[src/rtl/scope_capture_if.sv]
// scope_capture_if: sample stream into scope_capture and line-buffer write port out of it
//   sample_valid, sample_in : ADC sample stream (driven by the source)
//   wr_en, wr_addr, wr_data : back line buffer write port (driven by scope_capture)
interface scope_capture_if #(
    parameter int SAMPLE_W = 12,
    parameter int ADDR_W   = 10
);
    logic                sample_valid;
    logic [SAMPLE_W-1:0] sample_in;
    logic                wr_en;
    logic [ADDR_W-1:0]   wr_addr;
    logic [15:0]         wr_data;
    modport master (output sample_valid, sample_in, input wr_en, wr_addr, wr_data);
    modport slave (input sample_valid, sample_in, output wr_en, wr_addr, wr_data);
endinterface

[src/rtl/scope_capture.sv]
// scope_capture: decimate ADC samples, trigger, write one row-mapped record per screen, swap on vblank
//   clk, reset        : clock, asynchronous active-high reset
//   run, single       : continuous re-arm / one-shot arm
//   auto_en           : forced trigger after AUTO_TIMEOUT decimated samples
//   trig_rising       : 1 rising edge, 0 falling edge
//   trig_level, decim : trigger threshold, keep 1 of decim+1 valid samples
//   vblank            : vertical blank level
//   bus               : sample stream in, buffer write port out
//   swap, busy        : buffer swap pulse, record in progress
//   auto_trig         : last record was force-triggered
module scope_capture #(
    parameter int SAMPLE_W     = 12,
    parameter int DEPTH        = 640,
    parameter int ADDR_W       = 10,
    parameter int ROW_BASE     = 40,
    parameter int AUTO_TIMEOUT = 1024
) (
    input  logic                clk,
    input  logic                reset,
    input  logic                run,
    input  logic                single,
    input  logic                auto_en,
    input  logic                trig_rising,
    input  logic [SAMPLE_W-1:0] trig_level,
    input  logic [7:0]          decim,
    input  logic                vblank,
    scope_capture_if.slave      bus,
    output logic                swap,
    output logic                busy,
    output logic                auto_trig
);
    localparam int TO_W = $clog2(AUTO_TIMEOUT) + 1;

    typedef enum logic [1:0] {IDLE, ARMED, CAPTURE, WAIT_VB} state_t;

    state_t              state, state_n;
    logic [7:0]          decim_l, dcnt;
    logic [SAMPLE_W-1:0] level_l, prev, cur;
    logic                rising_l, auto_en_l, have_prev, vb_prev;
    logic [TO_W-1:0]     acnt;
    logic [ADDR_W-1:0]   addr;
    logic [9:0]          row;
    logic                dstb, hit, timeout, arm, fire, wr_n, swap_n;

    assign cur     = bus.sample_in;
    assign dstb    = bus.sample_valid && dcnt == decim_l;
    // the first kept sample after arming only seeds prev
    assign hit     = have_prev && (rising_l ? (prev < level_l && cur >= level_l)
                                            : (prev > level_l && cur <= level_l));
    assign timeout = auto_en_l && acnt == TO_W'(AUTO_TIMEOUT - 1);
    assign row     = 10'(ROW_BASE) + {2'b0, 8'd255 - cur[SAMPLE_W-1 -: 8]};
    assign busy    = state != IDLE;

    always_ff @(posedge clk or posedge reset)
        if (reset) state <= IDLE;
        else state <= state_n;

    always_comb begin
        state_n = state;
        arm     = 1'b0;
        fire    = 1'b0;
        wr_n    = 1'b0;
        swap_n  = 1'b0;
        case (state)
            IDLE: begin
                arm     = single || run;
                state_n = arm ? ARMED : IDLE;
            end
            ARMED: begin
                fire    = dstb && (hit || timeout);
                wr_n    = fire;
                state_n = fire ? CAPTURE : ARMED;
            end
            CAPTURE: begin
                wr_n    = dstb;
                state_n = dstb && addr == ADDR_W'(DEPTH - 1) ? WAIT_VB : CAPTURE;
            end
            WAIT_VB: begin
                swap_n  = vblank && !vb_prev;
                arm     = swap_n && run;
                state_n = swap_n ? (run ? ARMED : IDLE) : WAIT_VB;
            end
        endcase
    end

    always_ff @(posedge clk or posedge reset)
        if (reset) begin
            bus.wr_en   <= 1'b0;
            bus.wr_addr <= '0;
            bus.wr_data <= '0;
            swap        <= 1'b0;
            auto_trig   <= 1'b0;
            decim_l     <= '0;
            level_l     <= '0;
            rising_l    <= 1'b0;
            auto_en_l   <= 1'b0;
            dcnt        <= '0;
            acnt        <= '0;
            prev        <= '0;
            have_prev   <= 1'b0;
            addr        <= '0;
            vb_prev     <= 1'b0;
        end else begin
            vb_prev   <= vblank;
            bus.wr_en <= wr_n;
            swap      <= swap_n;
            if (wr_n) begin
                bus.wr_addr <= fire ? '0 : addr;
                bus.wr_data <= {6'b0, row};
            end
            // addr holds the column of the next capture write
            if (fire) addr <= ADDR_W'(1);
            else if (state == CAPTURE && dstb) addr <= addr + ADDR_W'(1);
            if (arm) begin
                decim_l   <= decim;
                level_l   <= trig_level;
                rising_l  <= trig_rising;
                auto_en_l <= auto_en;
                dcnt      <= '0;
                acnt      <= '0;
                have_prev <= 1'b0;
            end else begin
                if (bus.sample_valid) dcnt <= dstb ? 8'd0 : dcnt + 8'd1;
                if (state == ARMED && dstb) begin
                    prev      <= cur;
                    have_prev <= 1'b1;
                    acnt      <= acnt + TO_W'(1);
                end
            end
            // a real trigger wins over a simultaneous timeout
            if (state == IDLE && arm) auto_trig <= 1'b0;
            else if (fire) auto_trig <= !hit;
        end
endmodule

[src/flat_wrapper.sv]
// flat-port wrapper written by rule: the top's interface ports become plain ports
module scope_capture_flat 
#(
    parameter int SAMPLE_W     = 12,
    parameter int DEPTH        = 640,
    parameter int ADDR_W       = 10,
    parameter int ROW_BASE     = 40,
    parameter int AUTO_TIMEOUT = 1024
)
  (clk, reset, run, single, auto_en, trig_rising, trig_level, decim, vblank, swap, busy, auto_trig, bus_sample_valid, bus_sample_in, bus_wr_en, bus_wr_addr, bus_wr_data);
  scope_capture_if #(.SAMPLE_W(SAMPLE_W), .ADDR_W(ADDR_W)) bus_i ();
  input  logic clk;
  input  logic reset;
  input  logic run;
  input  logic single;
  input  logic auto_en;
  input  logic trig_rising;
  input  logic [SAMPLE_W-1:0] trig_level;
  input  logic [7:0] decim;
  input  logic vblank;
  output logic swap;
  output logic busy;
  output logic auto_trig;
  input wire logic [$bits(bus_i.sample_valid)-1:0] bus_sample_valid;
  input wire logic [$bits(bus_i.sample_in)-1:0] bus_sample_in;
  output wire logic [$bits(bus_i.wr_en)-1:0] bus_wr_en;
  output wire logic [$bits(bus_i.wr_addr)-1:0] bus_wr_addr;
  output wire logic [$bits(bus_i.wr_data)-1:0] bus_wr_data;
  assign bus_i.sample_valid = bus_sample_valid;
  assign bus_i.sample_in = bus_sample_in;
  assign bus_wr_en = bus_i.wr_en;
  assign bus_wr_addr = bus_i.wr_addr;
  assign bus_wr_data = bus_i.wr_data;
  scope_capture #(.SAMPLE_W(SAMPLE_W), .DEPTH(DEPTH), .ADDR_W(ADDR_W), .ROW_BASE(ROW_BASE), .AUTO_TIMEOUT(AUTO_TIMEOUT)) u_core (.clk(clk), .reset(reset), .run(run), .single(single), .auto_en(auto_en), .trig_rising(trig_rising), .trig_level(trig_level), .decim(decim), .vblank(vblank), .bus(bus_i), .swap(swap), .busy(busy), .auto_trig(auto_trig));
endmodule
[config.mk]
export PLATFORM = sky130hd
export DESIGN_NAME = scope_capture_flat
export DESIGN_NICKNAME = d
export VERILOG_FILES = /design/src/rtl/scope_capture_if.sv /design/src/rtl/scope_capture.sv /design/src/flat_wrapper.sv
export SDC_FILE = /design/constraint.sdc
export NUM_CORES = 1
export LEC_CHECK = 0
export ABC_AREA = 1
export CAP_MARGIN = 20
export CORE_ASPECT_RATIO = 0.9
export CORE_MARGIN = 2
export CORE_UTILIZATION = 55
export DETAILED_ROUTE_END_ITERATION = 8
export GPL_TIMING_DRIVEN = 0
export PLACE_DENSITY = 0.8
export SKIP_LAST_GASP = 1
export SYNTH_ARGS = -nofsm -noshare
export SYNTH_HDL_FRONTEND = slang
export SYNTH_SLANG_ARGS = --single-unit
[constraint.sdc]
create_clock -name clk -period 4.2 [get_ports clk]
set_clock_uncertainty 0.15 [all_clocks]
set_input_delay 0.84 -clock clk [delete_from_list [all_inputs] [get_ports clk]]
set_output_delay 0.84 -clock clk [all_outputs]
set_load 0.02 [all_outputs]
==> results of run 1 <==
==> critical path, delay by kind of cell <==
| family | cells | cell delay (ns) |
|---|---|---|
| fa+ha+maj | 1 | 0.37 |
| buf+inv | 2 | 0.76 |
| simple gates | 13 | 1.24 |
==> final cells by class <==
type / instances / area (um^2)
Inverter: 80 / 302.8
Multi-Input combinational cell: 438 / 2370
Clock inverter: 5 / 40.04
Tap cell: 119 / 148.9
Buffer: 23 / 127.6
Sequential cell: 89 / 2227
Clock buffer: 11 / 141.4
Timing Repair Buffer: 63 / 648.1
Fill cell: 739 / 2683
==> metal layers <==
layer  track usage [%]  vias to the layer above
li1                  -                     2164
met1             31.53                     2000
met2             41.94                      126
met3             3.727                       18
met4             7.770                        0
met5                 0                        -
==> final timing paths <==
kind	start	end	slack (ns)	cells past startpoint
max	bus_sample_in[11]	u_core.bus.wr_addr[0]$_DFFE_PP0P_	1.14	16
min	u_core.bus.wr_data[7]$_DFFE_PP0P_	u_core.bus.wr_data[7]$_DFFE_PP0P_	0.33	2
min reg2reg	u_core.bus.wr_data[7]$_DFFE_PP0P_	u_core.bus.wr_data[7]$_DFFE_PP0P_	0.33	2
min in group asynchronous	reset	u_core.bus.wr_data[8]$_DFFE_PP0P_	0.71	2
max in group asynchronous	reset	u_core.prev[11]$_DFFE_PP0P_	2.56	3
max reg2reg	u_core.level_l[11]$_DFFE_PP0P_	u_core.bus.wr_data[6]$_DFFE_PP0P_	1.75	18
==> cell usage in the layout, fill, tap and decap left out, types with 4 or more instances in the layout <==
cell type	count
and3_1	8
dfrtp_1	89
nand2_2	14
clkbuf_1	12
clkdlybuf4s50_1	62
nor4_1	6
xor2_1	10
o21ai_0	38
a21oi_1	20
a21o_1	4
ha_1	32
nor2_1	43
o21ai_1	10
nand4_1	15
clkbuf_8	10
nand3_1	35
inv_1	76
nor3_1	16
nand2_1	159
conb_1	7
buf_4	8
==> power by group through the flow <==
stage,Clock (mW),Combinational [mW],Sequential [mW]
2_1_floorplan,0,0.851,1.16
3_3_place_gp,0,1.09,1.18
3_5_place_dp,0,1.15,1.19
4_1_cts,0.558,1.16,1.17
5_1_grt,0.597,1.34,1.20
6_report,0.550,1.17,1.18
==> sequential cells by signal, summed over array words and instances (netlist names) <==
name,count
u_core.decim_l,8
u_core.level_l,12
u_core.bus.wr_addr,10
u_core.bus.wr_en,1
u_core.bus.wr_data,9
u_core.acnt,11
u_core.dcnt,8
u_core.auto_trig,1
u_core.prev,12
u_core.state,2
u_core.addr,10
u_core.swap,1
u_core.rising_l,1
u_core.have_prev,1
u_core.auto_en_l,1
u_core.vb_prev,1
==> kinds of logic after synthesis <==
kind of cell,after synthesis,synth area share [%]
simple gates,310,28.66
buf+inv,103,8.554
flops,89,44.52
compound gates,78,8.254
fa+ha+maj,32,8.004
xor+xnor,11,1.926
other cells,1,0.07497
==> per-stage QoR <==
step / instances / total power [mW] / setup slack, ns / cell area, um^2
after CTS: 828 / 2.894 / 1.143 / 6006
after global placement: 811 / 2.272 / -0.4390 / 5794
final: 828 / 2.896 / 1.142 / 6006
after floorplan: 630 / 2.007 / 0.9031 / 5025
after detailed placement: 812 / 2.343 / 0.7644 / 5824
after global routing: 828 / 3.143 / 0.9121 / 6006
==> key figures, run 1 <==
Route
  • WL/cell: 13.69 um
  • DR vias/cell: 5.203
  • Routed wl met3: 588 um
  • Drt pass-1 iters: 5
  • Vias: 4308
  • DRT antenna net count: 0
  • Initial DRC count: 214
  • Residual DRC: 0
  • Top sig layer: met4
  • Met1 WL: 5120 um
  • Final WL: 11330 um
  • WL met2: 5463 um

CTS
  • CTS Buf Count: 9
  • Hold buffers post-CTS: 0
  • Post-CTS resize count: 0
  • CTS Root Cell: clkbuf_8
  • H-tree Lvls: 3
  • Worst-skew pair later-pin latency: 0.37 ns
  • Worst-path clk slew: 0.09 ns
  • Clock Path Buffers: 2
  • CTS tree: done
  • Setup Fix Bufs, Post-CTS: 0
  • Clock sinks: 89

Setup path
  • CP most frequent cell: nand2_1
  • CP Max Fanout: 10
  • Worst path required time: 4.36 ns
  • Worst path max stage delay: 0.53 ns
  • Crit-path slowest cell: clkdlybuf4s50_1
  • Crit. End Element: flip-flop
  • Crit start category: input pin
  • Arr. time, crit path: 3.22 ns
  • Setup CP Type: in2reg
  • Cell breakdown of the critical path: clkdlybuf4s50_1 -> ha_1 -> nand2_1 -> nor2_1 -> and2_1 -> nand2_1 -> nand3_1 -> nand2_1 -> nand2_1 -> nand2_1 -> nand3_2 -> nand2_4 -> nand2_2 -> buf_2 -> nand4_1 -> nand2_1

Pwr
  • Net switching power: 1.187 mW
  • Sw frac: 40.98%
  • Internal power: 1.709 mW
  • Clk pwr share: 19.0%
  • Comb pwr share: 40.3%
  • VDD IR max: 0.2838 mV
  • P per Cell Area: 482.2 nW/um^2
  • Pleak: 3.031 nW
  • Reg power frac: 40.7%

Timing
  • Setup tns final: 0 ns
  • Period minus WS final: 3.058 ns
  • FMAX: 0.3270 GHz
  • Worst Hold Slack: 0.3312 ns
  • Worst Max-Slew Pin Slew: 0.5699 ns
  • Final worst-path cycle share: 72.81%
  • Slew HR: 62.01%
  • # setup viols final: 0
  • Final Hold Vio Count: 0
  • RSZ-0062 raised after global routing: no
  • Final Slew Violations: 0

Global routing
  • Number of global-route vias before repair: 4146
  • GRT overflow: 0
  • Largest net degree at the start of global routing: 52
  • Initial antenna violation count: 0
  • GRT Overall Usage: 24.19%
  • First-pass GRT wire length: 19070 um

Placement
  • Post-DP HPWL: 8661 um
  • Placer congestion estimate: 0.9639
  • # port buffers: 62

Synth
  • Top_reg_cell synth: dfrtp_1
  • Seq/Total Area, Yosys: 44.52%
  • Yosys top cell area share: 44.52%
  • Synth area leaders: dfrtp_1, nand2_1, ha_1
  • Cell Area, Synth: 5002 um^2
  • Yosys warns: 0
  • Synthesized flop and latch total: 89
  • EDFF count, synth: 0
  • Top-count cell post-synth: nand2_1
  • Synth Instances: 624
  • Netlist cell types: 37
  • Synth top cells by count: nand2_1, dfrtp_1, inv_1, nor2_1, o21ai_0
  • Leading area contributor after synthesis: dfrtp_1
  • Async SR Flop Fraction: 100.0%
  • Average cell area after synthesis: 8.017 um^2

Layout
  • Nets@finish: 776
  • Share of cells above drive strength 1: 7.898%
  • Area added between synthesis and finish: 20.06%
  • Antenna cells: 0
  • Core Util, Final: 69.12%

Floorplan
  • Core Rows: 32
  • Die Wd: 104.5 um
  • Initial core utilization: 57.57%
  • Area of the core: 8688 um^2
  • IO Pins: 70
  • Chip height: 94.48 um
  • DIE AREA: 9875 um^2

Run status
  • Run status: finished clean

Hold path
  • Worst Hold Class: reg2reg

Job
  • Maxcap violations: 0
(Power assumes the default switching activity.)
==> run 2, diff against run 1 <==
- clock period: 4.2 -> 3 ns (I/O delays scaled with it)
==> run 2 against run 1 <==
Against the previous run:
- critical path depth is the same
- first-iteration DRC count shrank 24%
- via count grew 0.16%
- critical path type unchanged
- largest power group unchanged
- highest routed layer unchanged
==> key figures, run 2 (synthesis gave the netlist of run 1 again) <==
Route
  • Initial DRC count: 163 (-24%)
  • WL/cell: 13.48 um (-1.5%)
  • Final WL: 11170 um (-1.4%)
  • DRT antenna net count: 0 (unchanged)
  • Residual DRC: 0 (unchanged)
  • Vias: 4315 (+0.16%)
  • Drt pass-1 iters: 5 (unchanged)
  • DR vias/cell: 5.205 (about the same)

Global routing
  • GRT Overall Usage: 24.05% (-0.14 points)
  • Largest net degree at the start of global routing: 41 (-21%)
  • Number of global-route vias before repair: 4258 (+2.7%)
  • GRT overflow: 0 (unchanged)
  • Initial antenna violation count: 0 (unchanged)
  • First-pass GRT wire length: 19060 um (about the same)

Layout
  • Share of cells above drive strength 1: 8.169% (+0.27 points)
  • Most common cell after layout, fill and taps aside: nand2_1
  • Largest regs: u_core.level_l (12), u_core.prev (12), u_core.acnt (11)
  • Filler instances: 734 (-0.68%)
  • Nets@finish: 777 (+0.13%)
  • Area added between synthesis and finish: 20.34%
  • Most frequent cells in the layout: nand2_1, dfrtp_1, inv_1
  • Post-route cell area: 6020 um^2 (+0.23%)
  • Final non-filler cell total: 829 (+0.12%)
  • Core Util, Final: 69.28% (+0.16 points)
  • Antenna cells: 0 (unchanged)

Floorplan
  • Core Rows: 32 (unchanged)
  • Area of the core: 8688 um^2 (unchanged)
  • DIE AREA: 9875 um^2 (unchanged)
  • Initial core utilization: 57.57% (unchanged)
  • Chip height: 94.48 um (unchanged)
  • IO Pins: 70 (unchanged)
  • Die Wd: 104.5 um (unchanged)

Timing
  • Slew HR: 62.90% (+0.90 points)
  • # setup viols final: 0 (unchanged)
  • Period minus WS final: 2.813 ns
  • Setup tns final: 0 ns (unchanged)
  • Final worst-path cycle share: 93.76%
  • Worst Max-Slew Pin Slew: 0.5565 ns (-0.01343 ns)
  • FMAX: 0.3555 GHz
  • RSZ-0062 raised after global routing: no
  • Worst Hold Slack: 0.3301 ns (-0.001051 ns)
  • Final Slew Violations: 0 (unchanged)
  • Final Hold Vio Count: 0 (unchanged)

CTS
  • H-tree Lvls: 3 (unchanged)
  • Clock sinks: 89 (unchanged)
  • Worst-skew pair later-pin latency: 0.36 ns (about the same)
  • CTS Buf Count: 9 (unchanged)
  • CTS Root Cell: clkbuf_8
  • CTS tree: done
  • Clock Path Buffers: 2 (unchanged)
  • Worst-path clk slew: 0.09 ns (about the same)

Placement
  • Placed cell area: 5838 um^2 (+0.24%)
  • # port buffers: 62 (unchanged)
  • Placed cells: 813 (+0.12%)
  • Post-DP HPWL: 8550 um (-1.3%)
  • Placer congestion estimate: 0.9747 (+1.1%)

Setup path
  • Crit start category: input pin
  • CP most frequent cell: nand2_1
  • CP top delay family: simple AND/OR/NAND/NOR gates
  • R2R setup slack: 0.55 ns (-1.20 ns)
  • Worst path required time: 3.16 ns (-1.20 ns)
  • Crit-path slowest cell: clkdlybuf4s50_1
  • Worst path max stage delay: 0.55 ns (+0.02 ns)
  • Worst path bufs/invs: 2 (unchanged)
  • Arr. time, crit path: 2.97 ns (-0.25 ns)
  • Cell breakdown of the critical path: clkdlybuf4s50_1 -> ha_1 -> nand2_1 -> nor2_2 -> and2_1 -> nand2_1 -> nand3_1 -> nand2_1 -> nand2_1 -> nand2_1 -> nand3_2 -> nand2_4 -> nand2_2 -> buf_2 -> nand4_1 -> nand2_1
  • Setup CP Type: in2reg
  • CP Max Fanout: 10 (unchanged)
  • Crit. End Element: flip-flop

Hold path
  • Worst Hold Class: reg2reg

Job
  • Maxcap violations: 0 (unchanged)

Pwr
  • Comb pwr share: 40.5% (+0.2 points)
  • VDD IR max: 0.3895 mV (+37%)
  • Pleak: 3.037 nW (+0.19%)
  • Reg power frac: 40.6% (about the same)
  • Clk pwr share: 18.9% (about the same)
  • P per Cell Area: 674.0 nW/um^2 (+40%)
  • Net switching power: 1.660 mW (+40%)
  • Internal power: 2.397 mW (+40%)
  • Sw frac: 40.92% (-0.058 points)

Run status
  • Run status: finished clean
[run 2: cell count changes in the layout (fill, tap and decap cells not counted), sizes merged]
cell	change
buf	+1
[run 2: worst paths after layout]
path,endpoint,depth (start not counted),startpoint
max,u_core.bus.wr_addr[0]$_DFFE_PP0P_,16,bus_sample_in[11]
min,u_core.bus.wr_addr[3]$_DFFE_PP0P_,2,u_core.bus.wr_addr[3]$_DFFE_PP0P_
max reg2reg,u_core.bus.wr_data[6]$_DFFE_PP0P_,18,u_core.level_l[11]$_DFFE_PP0P_
min reg2reg,u_core.bus.wr_addr[3]$_DFFE_PP0P_,2,u_core.bus.wr_addr[3]$_DFFE_PP0P_
max in group asynchronous,u_core.dcnt[6]$_DFFE_PP0P_,4,reset
min in group asynchronous,u_core.bus.wr_en$_DFF_PP0_,2,reset
[run 2: final cells by class]
class	instances	area [um^2]	area share, %
timing repair buffer	64	660.6	10.97
inverter	80	304.0	5.051
clock buffer	11	141.4	2.349
tap	119	148.9	2.474
buffer	23	127.6	2.120
sequential	89	2227	37.00
multi-input combinational	438	2372	39.41
clock inverter	5	37.54	0.6236
[run 2: layer usage]
metal	track usage (%)	vias to the layer above	share of wire, %
li1	-	2169	-
met1	30.58	2020	45
met2	40.96	112	49
met3	5.659	14	5.5
met4	7.995	0	0.99
met5	0	-	0
[run 2: stage by stage]
| stage | total power [mW] | setup WS [ns] |
|---|---|---|
| 2_1_floorplan | 2.810 | 0.6698 |
| 3_3_place_gp | 3.175 | -0.1390 |
| 3_5_place_dp | 3.293 | -0.1857 |
| 4_1_cts | 4.065 | 0.1898 |
| 5_1_grt | 4.406 | 0.007689 |
| 6_report | 4.057 | 0.1873 |
[run 2: worst min-delay path, delay by kind of cell, from the launching register on]
| kind | cells | cell delay, ns |
|---|---|---|
| flip-flops | 1 | 0.35 |
| AND/OR/NAND/NOR | 2 | 0.11 |
[run 2: power groups by stage]
stage	clock network, mW	registers, mW	logic [mW]
final	0.768	1.65	1.64
after global routing	0.841	1.68	1.89
after CTS	0.786	1.64	1.64
after detailed placement	0	1.66	1.63
after global placement	0	1.65	1.52
after floorplan	0	1.62	1.19
[run 2: repair_timing]
action                     CTS  global route
hold buffers                 0             0
resized for setup            0             1
setup buffers                0             0
setup endpoints to repair    0            18
==> run 3, diff against run 2 <==
- ABC_AREA: 1 -> unset
- CORE_UTILIZATION: 55 -> 54
==> run 3 against run 2 <==
Against the previous run:
- clock power grew 12%
- setup slack lost 0.042 ns
- clock-buffer cell count shrank 2
- area after synthesis shrank 6.5%
- global-route usage shrank 0.81 points
- register-to-register slack lost 0.28 ns
- critical path type unchanged
- largest power group unchanged
==> key figures, run 3 <==
Layout
  • Nets@finish: 590 (-24%)
  • Most frequent cells in the layout: dfrtp_1, clkdlybuf4s50_1, nor2_1
  • Post-route cell area: 5788 um^2 (-3.8%)
  • Final non-filler cell total: 642 (-23%)
  • Antenna cells: 0 (unchanged)
  • Share of cells above drive strength 1: 16.06% (+7.9 points)
  • Largest regs: u_core.level_l (12), u_core.prev (12), u_core.acnt (11)
  • Most common cell after layout, fill and taps aside: dfrtp_1
  • Core Util, Final: 68.19% (-1.1 points)
  • Area added between synthesis and finish: 23.69%

Synth
  • Synth Instances: 437 (-30%)
  • EDFF count, synth: 0 (unchanged)
  • Top_reg_cell synth: dfrtp_1
  • Yosys warns: 0 (unchanged)
  • Async SR Flop Fraction: 100.0% (unchanged)
  • Synthesized flop and latch total: 89 (unchanged)
  • Netlist cell types: 55 (+49%)
  • Synth top cells by count: dfrtp_1, nor2_1, ha_1, nand2_1, inv_1
  • Synth area leaders: dfrtp_1, ha_1, mux2_2
  • Average cell area after synthesis: 10.71 um^2 (+34%)
  • Cell Area, Synth: 4679 um^2 (-6.5%)
  • Seq/Total Area, Yosys: 47.59% (+3.1 points)
  • Leading area contributor after synthesis: dfrtp_1
  • Top-count cell post-synth: dfrtp_1
  • Yosys top cell area share: 47.59% (+3.1 points)

Timing
  • # setup viols final: 0 (unchanged)
  • Final Slew Violations: 0 (unchanged)
  • FMAX: 0.3503 GHz (-1.5%)
  • Slew HR: 56.00% (-6.9 points)
  • Final Hold Vio Count: 0 (unchanged)
  • Final worst-path cycle share: 95.14% (+1.4 points)
  • Period minus WS final: 2.854 ns (+0.04169 ns)
  • RSZ-0062 raised after global routing: yes
  • Worst Max-Slew Pin Slew: 0.6551 ns (+0.09862 ns)
  • Worst Hold Slack: 0.3591 ns (+0.02901 ns)

Route
  • WL/cell: 15.90 um (+18%)
  • Initial DRC count: 174 (+6.7%)
  • WL met2: 4804 um (-11%)
  • Final WL: 10210 um (-8.7%)
  • DR vias/cell: 5.466 (+5.0%)
  • Routed wl met3: 473 um (-22%)
  • Met1 WL: 4777 um (-5.1%)
  • Top sig layer: met4
  • Vias: 3509 (-19%)
  • Residual DRC: 0 (unchanged)
  • Drt pass-1 iters: 4 (-1)
  • DRT antenna net count: 0 (unchanged)

Floorplan
  • DIE AREA: 9428 um^2 (-4.5%)
  • Die Wd: 102.1 um (-2.3%)
  • Initial core utilization: 55.13% (-2.4 points)
  • Core Rows: 32 (unchanged)
  • Area of the core: 8488 um^2 (-2.3%)
  • IO Pins: 70 (unchanged)
  • Chip height: 92.32 um (-2.3%)

Global routing
  • Initial antenna violation count: 0 (unchanged)
  • GRT Overall Usage: 23.25% (-0.81 points)
  • Number of global-route vias before repair: 3610 (-15%)
  • Largest net degree at the start of global routing: 41 (unchanged)
  • GRT overflow: 0 (unchanged)
  • First-pass GRT wire length: 17060 um (-11%)

CTS
  • Hold buffers post-CTS: 0 (unchanged)
  • Worst-skew pair later-pin latency: 0.38 ns (+0.02 ns)
  • Setup Fix Bufs, Post-CTS: 0 (unchanged)
  • CTS Root Cell: clkbuf_8
  • Worst-path clk slew: 0.09 ns (about the same)
  • H-tree Lvls: 3 (unchanged)
  • CTS Buf Count: 9 (unchanged)
  • Clock Path Buffers: 2 (unchanged)
  • CTS tree: done
  • Clock sinks: 89 (unchanged)

Setup path
  • Worst path max stage delay: 0.54 ns (about the same)
  • Worst path required time: 3.12 ns (-0.04 ns)
  • CP Max Fanout: 10 (unchanged)
  • Setup CP Type: in2reg
  • Crit. End Element: flip-flop
  • Crit start category: input pin
  • Crit-path slowest cell: clkdlybuf4s50_1
  • Arr. time, crit path: 2.97 ns (about the same)
  • Cell breakdown of the critical path: clkdlybuf4s50_1 -> ha_4 -> nand2_1 -> nor2_2 -> a2111oi_2 -> a221o_1 -> and2_1 -> o21ai_2 -> clkinv_4 -> mux2_2

Pwr
  • Pleak: 2.631 nW (-13%)
  • P per Cell Area: 722.3 nW/um^2 (+7.2%)
  • VDD IR max: 0.4634 mV (+19%)

Placement
  • Placed cells: 626 (-23%)
  • Placed cell area: 5515 um^2 (-5.5%)
  • Post-DP HPWL: 7435 um (-13%)
  • # port buffers: 62 (unchanged)
  • Placer congestion estimate: 0.8317 (-15%)

Run status
  • Run status: finished clean

Hold path
  • Worst Hold Class: in2async

Job
  • Maxcap violations: 0 (unchanged)
[run 3: cell types whose count changed in the layout (fill, tap and decap cells not counted), sizes merged, moves of 6 or more]
cell    change
a22o       +10
clkbuf      -8
inv        -49
mux2       +29
nand2     -145
nand2b      +6
nand3      -26
nor2        -9
nor3       -13
o21ai      -23
xnor2      +19
[run 3: cell families after synthesis]
group,count (synthesis),synth area share [%]
AO/OA/AOI/OAI,77,10.88
XOR/XNOR,32,6.150
adder cells (fa/ha/maj),32,8.556
buffers and inverters,48,4.706
flip-flops,89,47.59
multiplexers,34,8.048
other,1,0.08014
AND/OR/NAND/NOR,124,13.98
[run 3: final timing paths]
kind	endpoint	slack (ns)	startpoint	cells past startpoint
max	u_core.bus.wr_data[4]$_DFFE_PP0P_	0.15	bus_sample_in[11]	10
min	u_core.bus.wr_addr[0]$_DFFE_PP0P_	0.36	reset	2
max reg2reg	u_core.bus.wr_data[4]$_DFFE_PP0P_	0.27	u_core.level_l[11]$_DFFE_PP0P_	9
min reg2reg	u_core.bus.wr_data[5]$_DFFE_PP0P_	0.36	u_core.bus.wr_data[5]$_DFFE_PP0P_	1
max in group asynchronous	u_core.dcnt[0]$_DFFE_PP0P_	1.58	reset	4
min in group clk	u_core.bus.wr_data[5]$_DFFE_PP0P_	0.36	u_core.bus.wr_data[5]$_DFFE_PP0P_	1
[run 3: per-stage QoR]
| step | power [mW] | TNS, ns | setup slack [ns] |
|---|---|---|---|
| CTS | 4.110 | 0 | 0.01064 |
| floorplan | 2.771 | 0 | 0.3828 |
| detailed placement | 3.221 | -17.54 | -0.5719 |
| global route | 4.459 | -0.0004765 | -0.0004765 |
| global placement | 3.099 | -10.82 | -0.3913 |
| finish | 4.181 | 0 | 0.1457 |
[run 3: power by group]
group | switching, mW | internal, mW
sequential | 0.216 | 1.50
clock | 0.469 | 0.392
combinational | 0.878 | 0.724
total | 1.56 | 2.62
[run 3: final cells by class]
cell class | count | area (um^2)
Tap cell | 119 | 148.9
Clock buffer | 9 | 123.9
Inverter | 31 | 125.1
Timing Repair Buffer | 64 | 665.6
Fill cell | 651 | 2700
Sequential cell | 89 | 2227
Multi-Input combinational cell | 306 | 2318
Buffer | 17 | 102.6
Clock inverter | 7 | 76.32
[run 3: worst max-delay path, delay by kind of cell]
kind	cells	cell delay, ns
compound gates	3	0.63
fa+ha+maj	1	0.36
buf+inv	2	0.69
mux	1	0.30
simple gates	3	0.37
[run 3: routing by layer]
metal	up-vias	GRT usage [%]
met5	-	0
met1	1732	31.17
met4	0	7.000
met2	90	37.77
met3	16	5.283
li1	1671	-
[run 3: timing repair]
item	in CTS	in global routing
resized for setup	4	14
setup endpoints to repair	28	31
pin swaps	1	2
